`src/rtl/imm_extend_pipe.sv`:
```
// Pipelined RV immediate extender: output register plus one skid entry behind valid/ready.
// Define IMM_EXTEND_PIPE_ILLEGAL_EN to add illegal_o / illegal_cnt reporting of ImmSrc 110/111.
module imm_extend_pipe #(
  parameter int XLEN  = 32,
  parameter int TAG_W = 5
) (
  input  logic             clk,
  input  logic             reset_n,
  input  logic             flush,
  input  logic             in_valid,
  output logic             in_ready,
  input  logic [24:0]      instr,
  input  logic [2:0]       ImmSrc,
  input  logic [TAG_W-1:0] in_tag,
  output logic             out_valid,
  input  logic             out_ready,
  output logic [XLEN-1:0]  ImmExt,
  output logic [TAG_W-1:0] out_tag,
`ifdef IMM_EXTEND_PIPE_ILLEGAL_EN
  output logic             illegal_o,
  output logic [15:0]      illegal_cnt,
`endif
  output logic [1:0]       dbg_state_o
);

  // Handshake: a word moves when valid && ready are both high at a rising edge;
  // a producer holding valid keeps its payload stable until it is taken.
  typedef enum logic [1:0] {
    ST_EMPTY = 2'd0,
    ST_ONE   = 2'd1,
    ST_FULL  = 2'd2
  } state_e;

  state_e state_q, state_d;

  logic [XLEN-1:0]  imm_in;
  logic [31:0]      v32;
  logic             accept;
  logic             or_load_new, or_load_sk, sk_load;
  logic [XLEN-1:0]  or_imm_q, or_imm_d, sk_imm_q, sk_imm_d;
  logic [TAG_W-1:0] or_tag_q, or_tag_d, sk_tag_q, sk_tag_d;

  // instr[k] holds instruction bit k+7, so instruction bit 31 is instr[24].
  always_comb begin
    v32 = 32'h0;
    case (ImmSrc)
      3'b000:  v32 = {{20{instr[24]}}, instr[24:13]};
      3'b001:  v32 = {{20{instr[24]}}, instr[24:18], instr[4:0]};
      3'b010:  v32 = {{20{instr[24]}}, instr[0], instr[23:18], instr[4:1], 1'b0};
      3'b011:  v32 = {{12{instr[24]}}, instr[12:5], instr[13], instr[23:14], 1'b0};
      3'b100:  v32 = {instr[24:5], 12'h000};
      3'b101:  v32 = {27'h0, instr[12:8]};
      default: v32 = 32'h0;
    endcase
    // Every 32-bit form above is already sign-correct, so widening is a plain sign extension.
    imm_in = XLEN'($signed(v32));
  end

  always_ff @(posedge clk or negedge reset_n) begin
    if (!reset_n) state_q <= ST_EMPTY;
    else          state_q <= state_d;
  end

  always_comb begin
    state_d = state_q;
    if (flush) begin
      state_d = ST_EMPTY;
    end else begin
      case (state_q)
        ST_EMPTY: if (in_valid) state_d = ST_ONE;
        ST_ONE: begin
          if (in_valid && !out_ready)      state_d = ST_FULL;
          else if (!in_valid && out_ready) state_d = ST_EMPTY;
        end
        ST_FULL:  if (out_ready) state_d = ST_ONE;
        default:  state_d = ST_EMPTY;
      endcase
    end
  end

  // in_ready depends only on registered state, never on out_ready.
  always_comb begin
    in_ready    = (state_q != ST_FULL);
    out_valid   = (state_q != ST_EMPTY);
    dbg_state_o = state_q;
    accept      = in_valid && in_ready && !flush;
    or_load_new = accept && ((state_q == ST_EMPTY) || (state_q == ST_ONE && out_ready));
    sk_load     = accept && (state_q == ST_ONE) && !out_ready;
    or_load_sk  = !flush && (state_q == ST_FULL) && out_ready;
  end

  always_comb begin
    or_imm_d = or_imm_q;
    or_tag_d = or_tag_q;
    sk_imm_d = sk_imm_q;
    sk_tag_d = sk_tag_q;
    if (or_load_new) begin
      or_imm_d = imm_in;
      or_tag_d = in_tag;
    end else if (or_load_sk) begin
      or_imm_d = sk_imm_q;
      or_tag_d = sk_tag_q;
    end
    if (sk_load) begin
      sk_imm_d = imm_in;
      sk_tag_d = in_tag;
    end
  end

  always_ff @(posedge clk or negedge reset_n) begin
    if (!reset_n) begin
      or_imm_q <= '0;
      or_tag_q <= '0;
      sk_imm_q <= '0;
      sk_tag_q <= '0;
    end else begin
      or_imm_q <= or_imm_d;
      or_tag_q <= or_tag_d;
      sk_imm_q <= sk_imm_d;
      sk_tag_q <= sk_tag_d;
    end
  end

  assign ImmExt  = or_imm_q;
  assign out_tag = or_tag_q;

`ifdef IMM_EXTEND_PIPE_ILLEGAL_EN
  logic        illegal_in;
  logic        or_ill_q, or_ill_d, sk_ill_q, sk_ill_d;
  logic [15:0] cnt_q, cnt_d;

  assign illegal_in = (ImmSrc[2:1] == 2'b11);

  always_comb begin
    or_ill_d = or_ill_q;
    sk_ill_d = sk_ill_q;
    cnt_d    = cnt_q;
    if (or_load_new)     or_ill_d = illegal_in;
    else if (or_load_sk) or_ill_d = sk_ill_q;
    if (sk_load)         sk_ill_d = illegal_in;
    // Flush does not clear the count; only entries actually taken in are counted.
    if (accept && illegal_in && (cnt_q != 16'hFFFF)) cnt_d = cnt_q + 16'd1;
  end

  always_ff @(posedge clk or negedge reset_n) begin
    if (!reset_n) begin
      or_ill_q <= 1'b0;
      sk_ill_q <= 1'b0;
      cnt_q    <= 16'h0;
    end else begin
      or_ill_q <= or_ill_d;
      sk_ill_q <= sk_ill_d;
      cnt_q    <= cnt_d;
    end
  end

  assign illegal_o   = or_ill_q;
  assign illegal_cnt = cnt_q;
`endif

endmodule

```
`config.mk`:
```
export PLATFORM = sky130hd
export DESIGN_NAME = imm_extend_pipe
export DESIGN_NICKNAME = d
export VERILOG_FILES = /design/src/rtl/imm_extend_pipe.sv
export SDC_FILE = /design/constraint.sdc
export NUM_CORES = 1
export LEC_CHECK = 0
export ABC_CLOCK_PERIOD_IN_PS = 2000
export BUFFER_PORTS_ARGS = -buffer_cell sky130_fd_sc_hd__buf_4
export CAP_MARGIN = 20
export CELL_PAD_IN_SITES_DETAIL_PLACEMENT = 2
export CELL_PAD_IN_SITES_GLOBAL_PLACEMENT = 2
export CORE_ASPECT_RATIO = 0.6
export CORE_MARGIN = 2
export CORE_UTILIZATION = 35
export CTS_CLUSTER_SIZE = 12
export DETAILED_ROUTE_END_ITERATION = 12
export GPL_TIMING_DRIVEN = 1
export MAX_ROUTING_LAYER = met4
export PLACE_DENSITY = 0.82
export REMOVE_ABC_BUFFERS = 1
export SLEW_MARGIN = 30
export SYNTH_ARGS = -nofsm -noshare
export SYNTH_HDL_FRONTEND = slang
export SYNTH_SLANG_ARGS = --single-unit
export TNS_END_PERCENT = 5
```
`constraint.sdc`:
```
create_clock -name clk -period 2 [get_ports clk]
set_input_delay 0.4 -clock clk [delete_from_list [all_inputs] [get_ports clk]]
set_output_delay 0.4 -clock clk [all_outputs]
set_load 0.01 [all_outputs]
```
==> results.md, run 1 <==
* Register area share after synthesis at 51.6%
* Util after Layout at approximately 48%
* Height of the die at 83.5 um
* Post-Synth Adder-Cell Area at 0%
* CP Data Required Time at between 2 and 2.5 ns
* Worst slew pin tran at between 0.8 and 0.9 ns
* Number of flops mapped to enable cells by yosys at 0
* DR DRC count at 0
* Layout area overhead at 29.8%
* Top cells by area, synth: dfrtp_1 (52%), mux2i_1 (15%), a21oi_1 (5.7%)
* Worst-path fanout max at 21
* Cells after DPL at ~540
* Lkg Pwr at around 2.2 nW
* Worst R2R Start: dbg_state_o[0]$_DFFE_PN0P_
* First-pass GRT wire length at approximately 18000 um
* Via count of the first global-routing pass at 3410
* Crit path DAT at about 2 ns
* Post-DP HPWL at 7520 um
* CTS root buffer: clkbuf_16
* DIE AREA at between 10000 and 15000 um2
* Largest family of logic cells by synthesized area: multiplexers
* Synth Register Bits at 76
* Clock skew at between 0.006 and 0.007 ns
* Setup WS pre-CTS at about 0.16 ns
* Simple-gate portion of the synthesized area at approximately 9.8%
* Initial DRC count at 121
* Dominant synthesized flop cell: dfrtp_1
* Row count at 28
* Synth cell types at 34
* CTS max path bufs at 2
* # IOs at 79
* Post-Syn Instances at between 300 and 400
* GPL Wtd Cong at around 0.77
* Tcrit/Tclk final at roughly nine tenths
* Largest net degree at the start of global routing at 64
* Worst R2R Path Depth at 6
* Post-layout nets at between 400 and 500
* Reg area at approximately 1900 um2
* Top cells by count, synth: dfrtp_1 (76), mux2i_1 (57), nand2_1 (44)
* RSZ-0062 raised after global routing: false
* Core Box Area at slightly above 10000 um2
* Post-Synth XOR/XNOR Area at less than 1%
* Final Worst Setup Slack at 0.196 ns
* Hold buffers post-CTS at 0
* Status: complete, no violations
* Crit path launch type: flip-flop
* Starting density of the core at between 30% and 40%
* Final cell count without fillers at 552
* Port bufs at between 70 and 80
* Layout cell share with drive strength beyond 1 at 27.6%
* Vias per cell at approximately 5.3
* Final Max Slew Viols at 0
* IR drop worst, VDD at around 430 uV
* # Post-CTS Setup Buffers at 0
* Skew-Pair Late Insertion Delay at 0.34 ns
* Setup slack, reg-to-reg at 0.20 ns
* Final Hold Viols at 0
* Final Instance Area at between 4000 and 5000 um2
* Synth warn at 0
* Die width at around 140 um
* Worst Hold Slack at between 0.02 and 0.03 ns
* Drt pass-1 iters at 4
* Max Cap Viol at 0
* Initial antenna violation count at 0
* Hold Crit Class: in2async
* Post-route antenna net violation count at 0
* Setup Viol. Count Final at 0
* Total Routing Usage GR at 21.2%
* Cell taking the most area after synthesis: dfrtp_1
* Count leader, synth: dfrtp_1
* Post-synthesis area per instance at between 10 and 15 um2
* ANT cells at 0
* Slew headroom at 42.9%
* Power Density at roughly 1000 nW/um2
* Total grt overflow at 0
* Synth top area share at 51.6%
* Cell area after synthesis at approximately 3700 um2
* Routed vias at about 2900
* Placed Instance Area at between 4000 and 5000 um2
* Fin crit period at about 1.8 ns
* Total wire length at around 11000 um
* Fmax at between 500 and 600 MHz
* Clock buffer count from CTS at 9
* H-tree depth at 3
* Drt wl/cell at a little over 20 um
* Cts repair resizes at 0
* Async SR Flop Fraction at 100%
* TritonCTS clock tree: done
* Worst r2r dst: ImmExt[27]$_DFFE_PN0P_
* Fill count at about 1000
* Compound-gate portion of the synthesized area at 14.6%
* Post-synthesis mux area share at a little under a fifth
* Multi-input logic area at between 1500 and 2000 um2
* Critical Path End Type: flip-flop
* Clock transition at the registers of the reported paths at about 0.060 ns
* WS Path Type: reg2reg
* Clk sinks at 76
[how the worst max path moves through the flow]
stage,depth (start not counted),slack [ns],endpoint,start
floorplan,4,-1.43,ImmExt[0]$_DFFE_PN0P_,dbg_state_o[0]$_DFFE_PN0P_
global placement,4,0.25,ImmExt[25]$_DFFE_PN0P_,ImmSrc[1]
detailed placement,4,0.16,ImmExt[27]$_DFFE_PN0P_,ImmSrc[1]
CTS,6,0.17,ImmExt[15]$_DFFE_PN0P_,dbg_state_o[0]$_DFFE_PN0P_
global route,6,0.07,ImmExt[27]$_DFFE_PN0P_,dbg_state_o[0]$_DFFE_PN0P_
finish,6,0.20,ImmExt[27]$_DFFE_PN0P_,dbg_state_o[0]$_DFFE_PN0P_
[through the flow]
stage	setup TNS [ns]	total power, mW
6_report	0	4.86
3_3_place_gp	0	2.97
2_1_floorplan	-45.66	2.49
5_1_grt	0	5.10
3_5_place_dp	0	3.06
4_1_cts	0	4.92
[cell families after synthesis]
| kind of cell | count (synthesis) |
|---|---|
| XOR/XNOR | 1 |
| flip-flops | 76 |
| buffers and inverters | 25 |
| AO/OA/AOI/OAI | 95 |
| multiplexers | 69 |
| AND/OR/NAND/NOR | 69 |
[registers in the layout (all words and copies together), names as in the netlist]
| signal | flops |
|---|---|
| sk_tag_q | 5 |
| dbg_state_o | 2 |
| sk_imm_q | 32 |
| out_tag | 5 |
| ImmExt | 32 |
[critical path, stage by stage, from the launching register on]
cell	delay [ns]
dfrtp_1	0.43
nand2b_2	0.24
nor3b_4	0.24
buf_12	0.22
buf_12	0.19
mux2i_1	0.22
mux2i_1	0.11
[per-layer routing]
| metal | global-route usage (%) | routed length (um) | vias up |
|---|---|---|---|
| li1 | - | - | 1347 |
| met1 | 26.5 | 5050 | 1516 |
| met2 | 35.4 | 5550 | 61 |
| met3 | 4.25 | 438 | 12 |
| met4 | 5.11 | 104 | 0 |
| met5 | - | 0 | - |
[power by group]
| group | total (mW) | switching, mW | internal [mW] |
|---|---|---|---|
| logic | 0.974 | 0.488 | 0.485 |
| clock network | 1.82 | 0.658 | 1.17 |
| registers | 2.06 | 0.206 | 1.85 |
| total | 4.86 | 1.35 | 3.50 |
[cells in the final DEF, fill, tap and decap left out]
master / count
dfrtp_1: 76
o21ai_0: 1
clkinv_2: 1
nor2b_1: 4
a221o_1: 5
clkbuf_16: 9
and2_1: 6
buf_4: 85
a21o_1: 1
a211oi_1: 2
bufinv_16: 2
clkbuf_8: 2
a21oi_1: 42
nand2b_2: 1
nor2_1: 3
clkinv_4: 1
or2_2: 1
buf_12: 5
nand2_1: 44
and3b_1: 1
mux2i_1: 57
nand4b_1: 1
o22a_1: 8
nand3_1: 1
inv_6: 1
mux2_1: 12
nor3b_4: 2
o21ai_1: 36
nor3b_2: 1
or3b_1: 1
inv_1: 1
nor2b_4: 2
xor2_2: 1
nand3b_2: 1
[layout make-up]
type                       count  area share [%]
multi-input combinational    234            34.2
clock buffer                  11            5.29
inverter                       1          0.0785
sequential                    76            39.8
timing repair buffer          90            15.4
clock inverter                 5            1.73
tap                          135            3.53
No activity file was read; power rests on OpenSTA's default activity.
==> inputs of run 2 (changes only) <==
ABC_CLOCK_PERIOD_IN_PS = 2200   (was 2000)
CORE_UTILIZATION = 37   (was 35)
PLACE_DENSITY = 0.86   (was 0.82)
clock period = 2.2 ns   (was 2 ns; I/O delays follow)
==> results.md, run 2 (synthesis results as in run 1) <==
* RSZ-0062 raised after global routing: false
* M2 GR Usage at 42.0% (+6.6 points)
* CTS root buffer: clkbuf_16
* Tcrit/Tclk final at 84.9% (-5.3 points)
* Port bufs at 78 (unchanged)
* Layout area overhead at 27.3%
* Most common cell after layout, fill and taps aside: buf_4
* Final Hold Viols at 0 (unchanged)
* Post-DP HPWL at 8090 um (+7.6%)
* Met3 Use GR at 5.68% (+1.4 points)
* Fmax at 535 MHz (-3.4%)
* ANT cells at 0 (unchanged)
* GPL Wtd Cong at 0.748 (-2.7%)
* Util after Layout at 48.0% (+0.42 points)
* Clock skew at 0.00875 ns (+0.00240 ns)
* Status: complete, no violations
* Final cell count without fillers at 548 (-0.72%)
* First-pass GRT wire length at 19400 um (+6.8%)
* Fill count at 976 (-3.8%)
* Clock transition at the registers of the reported paths at 0.06 ns (about the same)
* Most frequent cells in the layout: buf_4 (85), dfrtp_1 (76), mux2i_1 (57), nand2_1 (44), a21oi_1 (42)
* Core Box Area at 9770 um2 (-2.8%)
* Setup Viol. Count Final at 0 (unchanged)
* Post-route antenna net violation count at 0 (unchanged)
* Crit path launch type: flip-flop
* Total wire length at 12000 um (+8.0%)
* Fin crit period at 1.87 ns (+0.0632 ns)
* WS Path Type: reg2reg
* Initial DRC count at 136 (+12%)
* Layer carrying the most global-route usage: met2
* TritonCTS clock tree: done
* H-tree depth at 3 (unchanged)
* Worst slew pin tran at 0.937 ns (+0.0839 ns)
* DIE AREA at 10800 um2 (-5.2%)
* Lkg Pwr at 2.18 nW (-2.3%)
* Hold buffers post-CTS at 0 (unchanged)
* Cts repair resizes at 0 (unchanged)
* Final Max Slew Viols at 0 (unchanged)
* Hold Crit Class: in2async
* Power Density at 916 nW/um2 (-9.8%)
* Clk sinks at 76 (unchanged)
* # Post-CTS Setup Buffers at 0 (unchanged)
* Row count at 28 (unchanged)
* Height of the die at 81.3 um (-2.6%)
* Met1 Use GR at 29.7% (+3.2 points)
* IR drop worst, VDD at 397 uV (-7.4%)
* CTS max path bufs at 2 (unchanged)
* Vias per cell at 5.39 (+1.3%)
* Total Routing Usage GR at 24.5% (+3.3 points)
* Routed vias at 2952 (+0.54%)
* Via count of the first global-routing pass at 3363 (-1.4%)
* Layout cell share with drive strength beyond 1 at 26.6% (-0.94 points)
* Largest net degree at the start of global routing at 47 (-27%)
* # IOs at 79 (unchanged)
* Worst-path fanout max at 33 (+57%)
* Drt pass-1 iters at 4 (unchanged)
* Cells after DPL at 533 (-0.56%)
* Worst R2R Path Depth at 5 (-1)
* Post-layout nets at 447 (-0.67%)
* Initial antenna violation count at 0 (unchanged)
* CP Data Required Time at 2.40 ns (+0.19 ns)
* Starting density of the core at 37.7% (+1.1 points)
* Drt wl/cell at 22.0 um (+8.8%)
* Max Cap Viol at 0 (unchanged)
* Slew headroom at 37.3% (-5.6 points)
* Die width at 133 um (-2.7%)
* Critical Path End Type: flip-flop
* Clock buffer count from CTS at 9 (unchanged)
* DR DRC count at 0 (unchanged)
* Total grt overflow at 0 (unchanged)
* Skew-Pair Late Insertion Delay at 0.34 ns (about the same)
* Crit path DAT at 2.06 ns (+0.05 ns)
## run 2: cell count changes in the layout (fill, tap and decap cells not counted), sizes merged
cell	before	now
bufinv	2	1
clkinvlp	0	1
inv	2	1
clkbuf	11	12
buf	90	87
clkinv	2	1
## run 2: layer usage
metal / vias up / routed length, um
met5: - / 0
met1: 1538 / 5470
met4: 0 / 181
met3: 17 / 428
li1: 1335 / -
met2: 62 / 5960
## run 2: worst paths after layout
path / from / to / slack, ns
min in group clk: out_ready / dbg_state_o[1]$_DFFE_PN0P_ / 0.31
setup / recovery: dbg_state_o[0]$_DFFE_PN0P_ / ImmExt[20]$_DFFE_PN0P_ / 0.33
max in group asynchronous: reset_n / sk_imm_q[12]$_DFFE_PN0P_ / 1.54
hold / removal: reset_n / sk_tag_q[1]$_DFFE_PN0P_ / 0.05
hold reg to reg: sk_imm_q[24]$_DFFE_PN0P_ / sk_imm_q[24]$_DFFE_PN0P_ / 0.49
setup reg to reg: dbg_state_o[0]$_DFFE_PN0P_ / ImmExt[20]$_DFFE_PN0P_ / 0.33
## run 2: worst max-delay path: stages, from the launching register on
cell and delay [ns]:
dfrtp_1 0.44, nand2b_2 0.25, nor3b_4 0.31, buf_12 0.29, mux2i_1 0.29, mux2i_1 0.12
## run 2: final cells by class
class	instances	area (um2)	area share [%]
clock buffers	12	256	5.47
repair buffers	87	678	14.5
well taps	135	169	3.60
inverters	1	3.75	0.0800
multi-input cells	234	1630	34.8
flip-flops and latches	76	1900	40.6
clock inverters	3	46.3	0.987
## run 2: stage by stage
stage	hold WS [ns]	total power [mW]	TNS, ns	worst slack (ns)	cell area, um2
3_3_place_gp	0.400	2.68	0	0.377	4390
5_1_grt	0.0630	4.51	0	0.240	4690
2_1_floorplan	0.144	2.27	-37.95	-1.23	3530
6_report	0.0469	4.30	0	0.332	4690
4_1_cts	0.0479	4.34	0	0.336	4690
3_5_place_dp	0.413	2.79	0	0.231	4390
## run 2: where the power goes
group	internal, mW	leakage (nW)	switching, mW
combinational	0.435	1.06	0.463
sequential	1.69	0.970	0.191
clock	0.937	0.145	0.584
total	3.06	2.18	1.24
==> inputs of run 3 (changes only) <==
ABC_CLOCK_PERIOD_IN_PS = 1600   (was 2200)
CORE_UTILIZATION = 31   (was 37)
PLACE_DENSITY = 0.77   (was 0.86)
clock period = 1.6 ns   (was 2.2 ns; I/O delays follow)
==> results.md, run 3 (synthesis results as in run 1) <==
* Vias per cell at 5.07 (-5.9%)
* Fmax at 619 MHz (+16%)
* Most numerous cell on the critical path: a21oi_1
* RSZ-0062 raised after global routing: true
* Crit path DAT at 1.84 ns (-0.22 ns)
* Placed Instance Area at 4600 um2 (+4.9%)
* Setup Viol. Count Final at 2 (+2)
* H-tree depth at 3 (unchanged)
* Row count at 30 (+7.1%)
* Via count of the first global-routing pass at 3329 (-1.0%)
* Post-route antenna net violation count at 0 (unchanged)
* DR DRC count at 0 (unchanged)
* CP Data Required Time at 1.83 ns (-0.57 ns)
* Layout cell share with drive strength beyond 1 at 32.7% (+6.1 points)
* TritonCTS clock tree: done
* Largest stage delay, worst path at 0.42 ns (-0.02 ns)
* Largest net degree at the start of global routing at 77 (+64%)
* Power Density at 1180 nW/um2 (+28%)
* Clock buffer count from CTS at 9 (unchanged)
* Drt wl/cell at 19.4 um (-12%)
* Fin crit period at 1.61 ns (-0.253 ns)
* Final Hold Viols at 15 (+15)
* Critical path depth at 6 (+1)
* Port bufs at 78 (unchanged)
* Tcrit/Tclk final at 101% (+16 points)
* Initial DRC count at 106 (-22%)
* Cell chain of the critical path: buf_6 > nor2b_4 > or3b_4 > buf_12 > a21oi_1 > a21oi_1
* First-pass GRT wire length at 18200 um (-6.2%)
* Setup WS pre-CTS at -0.0726 ns (-0.303 ns)
* Worst slew pin tran at 0.434 ns (-0.502 ns)
* Drt pass-1 iters at 4 (unchanged)
* Skew-Pair Late Insertion Delay at 0.34 ns (about the same)
* Failing checks: negative hold slack, negative setup slack
* Total Routing Usage GR at 19.5% (-5.0 points)
* Status: finished, violations left
* # IOs at 79 (unchanged)
* Worst-path fanout max at 17 (-48%)
* Die width at 145 um (+9.0%)
* Final Instance Area at 5030 um2 (+7.2%)
* Core Box Area at 11400 um2 (+17%)
* Clock skew at 0.0105 ns (+0.00175 ns)
* Critical Path End Type: flip-flop
* Total grt overflow at 0 (unchanged)
* Total wire length at 11600 um (-4.0%)
* Clk sinks at 76 (unchanged)
* Layout area overhead at 36.4%
* Slew headroom at 71.0% (+34 points)
* Clock transition at the registers of the reported paths at 0.06 ns (about the same)
* Worst R2R Path Depth at 6 (+1)
* Buf+Inv Stages, Crit Path at 2 (+1)
* Initial antenna violation count at 0 (unchanged)
* Lkg Pwr at 2.33 nW (+7.0%)
* Final Max Slew Viols at 0 (unchanged)
* Final Worst Setup Slack at -0.0150 ns (-0.347 ns)
* Worst Hold Slack at -0.0247 ns (-0.0716 ns)
* Max Cap Viol at 0 (unchanged)
* WS Path Type: reg2reg
* CTS max path bufs at 2 (unchanged)
* Design Power at 5.91 mW (+38%)
* Fill count at 1219 (+25%)
* Crit path launch type: flip-flop
* Post-layout nets at 470 (+5.1%)
* GPL Wtd Cong at 0.781 (+4.5%)
* CTS root buffer: clkbuf_16
* Height of the die at 88.5 um (+8.8%)
* Routed vias at 3027 (+2.5%)
* Hold Crit Class: in2async
* ANT cells at 0 (unchanged)
* Most common cell after layout, fill and taps aside: buf_4
* IR drop worst, VDD at 545 uV (+37%)
* CP max stage cell: or3b_4
* Most frequent cells in the layout: buf_4 (99), dfrtp_1 (75), mux2i_1 (56), nand2_1 (44), a21oi_1 (37)
* Post-DP HPWL at 7890 um (-2.6%)
* DIE AREA at 12800 um2 (+19%)
* Crit path max-delay family: simple AND/OR/NAND/NOR gates
* Starting density of the core at 32.2% (-5.5 points)
run 3: timing repair:
action | in CTS | in global routing
gates resized for setup | 7 | 7
cloned | 1 | 1
buffers inserted | 3 | 0
hold buffers | 0 | 0
endpoints found under the setup margin | 35 | 36
pin swaps | 1 | 0
run 3: area by class of cell:
type / instances / area [um2] / area share, %
flip-flops and latches: 76 / 1900 / 37.9
clock inverters: 6 / 63.8 / 1.27
well taps: 160 / 200 / 3.98
multi-input cells: 234 / 1670 / 33.2
inverters: 1 / 3.75 / 0.0747
repair buffers: 110 / 950 / 18.9
clock buffers: 10 / 239 / 4.75
run 3: worst paths after layout:
check                      slack [ns]                         end                  startpoint
max                             -0.01       ImmExt[5]$_DFFE_PN0P_  dbg_state_o[0]$_DFFE_PN0P_
min                             -0.02      ImmExt[29]$_DFFE_PN0P_                     reset_n
max reg2reg                     -0.01       ImmExt[5]$_DFFE_PN0P_  dbg_state_o[0]$_DFFE_PN0P_
min reg2reg                      0.48     sk_imm_q[1]$_DFFE_PN0P_     sk_imm_q[1]$_DFFE_PN0P_
max in group asynchronous        1.26     sk_imm_q[2]$_DFFE_PN0P_                     reset_n
min in group clk                 0.18  dbg_state_o[1]$_DFFE_PN0P_                   out_ready
run 3: through the flow:
step	cells	util, %	TNS, ns
floorplan	311	-	-70.22
detailed placement	576	40.2	-0.900
global route	597	43.9	-1.18
finish	597	43.9	-0.0169
global placement	576	40.2	0
CTS	596	43.5	0
run 3: report_power, final:
group | leakage [nW] | internal [mW] | switching [mW] | total [mW]
registers | 0.969 | 2.32 | 0.248 | 2.56
logic | 1.22 | 0.652 | 0.618 | 1.27
clock network | 0.144 | 1.25 | 0.833 | 2.08
run 3: routing by layer:
metal / vias to the layer above / global-route usage (%) / part of all wire [%]
met2: 71 / 30.5 / 47
met1: 1560 / 25.8 / 48
li1: 1387 / - / -
met5: - / - / 0
met4: 0 / 4.77 / 0.90
met3: 9 / 4.44 / 3.8
